**config.mk**
```make
export PLATFORM = sky130hd
export DESIGN_NAME = rr_ao_mux_arb
export DESIGN_NICKNAME = d
export VERILOG_FILES = /design/src/rtl/rr_ao_mux_arb.sv
export SDC_FILE = /design/constraint.sdc
export NUM_CORES = 1
export LEC_CHECK = 0
export ABC_AREA = 1
export CORE_MARGIN = 2
export CORE_UTILIZATION = 30
export DETAILED_ROUTE_END_ITERATION = 6
export PLACE_DENSITY = 0.71
export RECOVER_POWER = 100
export SYNTH_ARGS = -nofsm -noshare
export SYNTH_HDL_FRONTEND = slang
export SYNTH_SLANG_ARGS = --single-unit
```
**constraint.sdc**
```tcl
create_clock -name clk -period 5.15 [get_ports clk]
set_input_delay 1.03 -clock clk [delete_from_list [all_inputs] [get_ports clk]]
set_output_delay 1.03 -clock clk [all_outputs]
set_load 0.02 [all_outputs]
```
**src/rtl/rr_ao_mux_arb.sv**
```systemverilog
// rr_ao_mux_arb
// Registered N-channel arbitrating mux with round-robin priority.
// A rotating one-hot pointer picks one valid channel per cycle. The one-hot
// grant drives an AND-OR data select into a single output register that has a
// valid/ready handshake. With PACKET=1, the grant stays on one channel until a
// beat with in_last=1 is accepted.
//
// Ports:
//   clk        rising-edge clock
//   reset      asynchronous, active-low reset
//   in_valid   per-channel beat valid
//   in_data    channel i data at [i*WIDTH +: WIDTH]
//   in_last    per-channel end-of-packet flag
//   in_ready   per-channel accept (one-hot or zero), combinational
//   out_valid  output register holds a beat
//   out_data   registered selected data
//   out_sel    one-hot source channel of the current output beat
//   out_last   registered in_last of the selected channel
//   out_ready  downstream accept
module rr_ao_mux_arb #(
  parameter int unsigned WIDTH   = 8,
  parameter int unsigned NINPUTS = 4,
  parameter int unsigned PACKET  = 0
) (
  input  logic                       clk,
  input  logic                       reset,
  input  logic [NINPUTS-1:0]         in_valid,
  input  logic [WIDTH*NINPUTS-1:0]   in_data,
  input  logic [NINPUTS-1:0]         in_last,
  output logic [NINPUTS-1:0]         in_ready,
  output logic                       out_valid,
  output logic [WIDTH-1:0]           out_data,
  output logic [NINPUTS-1:0]         out_sel,
  output logic                       out_last,
  input  logic                       out_ready
);

  logic [NINPUTS-1:0]   ptr;
  logic                 lock;
  logic [NINPUTS-1:0]   locked_grant;

  logic                 load;
  logic [NINPUTS-1:0]   eligible;
  logic [2*NINPUTS-1:0] dbl_req;
  logic [2*NINPUTS-1:0] dbl_gnt;
  logic [NINPUTS-1:0]   grant;
  logic [WIDTH-1:0]     sel_data;
  logic                 sel_last;
  logic                 accept;
  logic [NINPUTS-1:0]   ptr_next;

  assign load     = ~out_valid | out_ready;
  assign eligible = lock ? (in_valid & locked_grant) : in_valid;

  // Round-robin search without an index encoder: on the doubled request
  // vector, subtracting the one-hot pointer borrows up to the first set bit
  // at or above the pointer, so req & ~(req - ptr) isolates that bit.
  // Folding both halves handles the wrap from NINPUTS-1 back to 0.
  assign dbl_req = {eligible, eligible};
  assign dbl_gnt = dbl_req & ~(dbl_req - {{NINPUTS{1'b0}}, ptr});
  assign grant   = dbl_gnt[NINPUTS-1:0] | dbl_gnt[2*NINPUTS-1:NINPUTS];

  assign in_ready = grant & {NINPUTS{load}};
  assign accept   = |in_ready;
  assign ptr_next = {grant[NINPUTS-2:0], grant[NINPUTS-1]};

  always_comb begin
    sel_data = '0;
    for (int unsigned i = 0; i < NINPUTS; i++) begin
      sel_data = sel_data | (in_data[i*WIDTH +: WIDTH] & {WIDTH{grant[i]}});
    end
    sel_last = |(in_last & grant);
  end

  always_ff @(posedge clk or negedge reset) begin
    if (!reset) begin
      out_valid    <= 1'b0;
      out_data     <= '0;
      out_sel      <= '0;
      out_last     <= 1'b0;
      ptr          <= {{(NINPUTS-1){1'b0}}, 1'b1};
      lock         <= 1'b0;
      locked_grant <= '0;
    end else begin
      if (accept) begin
        out_valid <= 1'b1;
        out_data  <= sel_data;
        out_sel   <= grant;
        out_last  <= sel_last;
        if ((PACKET == 0) || sel_last) begin
          ptr  <= ptr_next;
          lock <= 1'b0;
        end else begin
          lock         <= 1'b1;
          locked_grant <= grant;
        end
      end else if (out_ready) begin
        out_valid <= 1'b0;
      end
    end
  end

endmodule

```
==> out/metrics.cfg <==
[setup_path]
endpoint = in_ready[1]
crit_start = in_valid[0]
cp-start-kind = primary input
crit_path_max_fanout = 17
rr_worst_depth = 11
end_kind = output pin
rr_startpoint = ptr[0]$_DFFE_PN1P_
rrSetupSlack_ps = 1890
worst_path_largest_cell_delay_ps = 690
critPathKind = primary input to output pin
path_common_cell = inv_1
cp.required_ps = 4120
path_delay_family = buffers and inverters
cp_num_cells = 10
cp_cell_sequence = dlygate4sd3_1 > clkinv_1 > nand2_1 > inv_1 > fa_1 > inv_1 > nand2_4 > nand3_2 > inv_2 > clkdlybuf4s50_1
arrival_ps = 3750
rr_endpoint = out_data[2]$_DFFE_PN0P_
crit_buf_inv = 6
crit_slowest_cell = dlygate4sd3_1

[clocking]
cts_tree = yes
cts_setup_buffers = 0
clkTransAtPathRegs_ps = 60
cts_root_buffer = clkbuf_8
cts_hold_buf = 0
cts.sinks = 15
clock_latency_ps = 250
cts-htree-levels = 1
cts_made_buffers = 3
clock_path_buffers = 2
cts_resized = 0

[layout]
drive_gt1_share_pct = 7.115
final_cell_area_um2 = 1943
finalNetCount = 301
fill_cells = 472
diodes = 0
final_common_cell = nand2_1
final_util_pct = 44.94
syn_to_final_growth_pct = 45.82
mostFrequentLayoutCells = 63 x nand2_1, 43 x clkdlybuf4s50_1, 41 x nand3_1, 25 x inv_1, 17 x dlygate4sd3_1

[global_route]
gr-total-overflow = 0
grt_usage_pct = 15.33
grt_max_degree = 20
antenna_found_initial = 0
grt_pass1_wl_um = 6210
grt_pass1_vias = 1396

[flow_run]
drv_cap = 0

[drt]
avgViaCountPerCell = 4.810
detailroute.via_count = 1467
avgRoutedWirePerCell_um = 12.14
drtAntennaViolNets = 0
post-route-drc-count = 0
wirelength_um = 3703
dr.pass1.iters = 4
drtIter0Drc = 87

[sta]
hold_viol_final = 0
setup_violations = 0
slew_headroom_pct = 30.98
finalCritPeriodShare_pct = 92.84
max_freq_ghz = 0.2092
drv_slew = 0
grt_setup_unrepaired = no
tightestPinTransition_ps = 1033
finalSetupTns_ps = 0
whs_ps = 523.4
skew_ps = 1.036
fin_crit_ps = 4781

[floorplanning]
start_util_pct = 30.82
die_h_um = 70.65
io-pin-count = 61
rows = 24
dieArea_um2 = 4991
core_area_um2 = 4324
die_w_um = 70.65

[place]
io_buffers = 60
dpl_cell_area_um2 = 1944
hpwlAfterDp_um = 2928
place_congestion = 0.8243

[synth]
avgSynthCellArea_um2 = 6.799
ys_seq_area_share_pct = 28.26
synth_area_leaders = dfrtp_1 26%, nand2_1 17%, nand3_1 15%
netlist.top_cell.by_area = dfrtp_1
ys_ff_latch = 15
ys_warn_count = 0
synth_nets = 243
ys_types = 24
yosysTopAreaCellShare_pct = 26.29
syn-cell-area_um2 = 1333
netlist_instances = 196

[worst_hold_path]
whs_path_depth = 2
min_path_type = flip-flop to flip-flop

[pwr]
p_total_uw = 980.7
irDropWorstVdd_uv = 149.1
p_per_area_nw_per_um2 = 504.7
cellLeakagePower_nw = 0.9914

[run_status]
outcome = finished, final reports clean

[cells by family (layout without fill, tap and decap cells)]
family	Yosys count	count (layout)	synth area share, %
AOI/OAI and AO/OA	2	2	1.784
xor gates and xnor gates	1	1	0.6574
adders and majority gates	4	4	4.320
buffers and inverters	40	97	14.18
DFF	15	15	28.26
and+or+nand+nor	134	134	50.80
[synth_stat cells, drive strengths merged]
| cell type | n |
|---|---|
| inv | 29 |
| nor3 | 1 |
| buf | 8 |
| clkinv | 1 |
| nand3 | 45 |
| dfrtp | 14 |
| nor2 | 6 |
| ha | 3 |
| fa | 1 |
| xnor2 | 1 |
| o21bai | 1 |
| dfstp | 1 |
| clkbuf | 2 |
| nand3b | 1 |
| nand2 | 67 |
| nand4 | 14 |
| o21ai | 1 |
[power breakdown]
part           switching, mW  internal, mW
registers             0.0375         0.179
logic                  0.409         0.259
clock network         0.0416        0.0548
[state kept, by name, indices dropped and copies added (netlist names)]
name / cells
ptr: 1
out_sel: 4
out_data: 8
out_valid: 1
out_last: 1
[tightest hold or removal path, cell delays in order, from the launching register on]
cell	delay, ps
dfstp_2	390
nand4_1	80
nand2_1	50
[stage by stage]
stage / setup WS [ps] / instances
floorplan: 1930 / 196
global placement: 680.2 / 301
detailed placement: 538.9 / 301
CTS: 544.6 / 305
global route: 194.9 / 305
finish: 369.0 / 305
[cell type report]
class | count | area [µm²] | share of cell area, %
inverters | 30 | 112.6 | 5.795
multi-input cells | 141 | 720.7 | 37.09
flip-flops and latches | 15 | 376.6 | 19.38
clock buffers | 4 | 45.04 | 2.318
repair buffers | 63 | 623.1 | 32.07
well taps | 52 | 65.06 | 3.348
[metal layers]
metal,routed length (µm),track usage (%),vias up
met5,0,0,-
met4,14,3.774,0
met3,249,3.276,2
met2,1812,25.47,49
met1,1626,20.50,673
li1,-,-,743
[worst min-delay path by stage]
stage	end	start	slack, ps
floorplan	ptr[0]$_DFFE_PN1P_	ptr[0]$_DFFE_PN1P_	480
global placement	out_sel[3]$_DFFE_PN0P_	out_sel[3]$_DFFE_PN0P_	510
detailed placement	ptr[0]$_DFFE_PN1P_	ptr[0]$_DFFE_PN1P_	520
CTS	ptr[0]$_DFFE_PN1P_	ptr[0]$_DFFE_PN1P_	530
global route	out_data[5]$_DFFE_PN0P_	out_data[5]$_DFFE_PN0P_	550
finish	ptr[0]$_DFFE_PN1P_	ptr[0]$_DFFE_PN1P_	520
(Power assumes the default switching activity.)
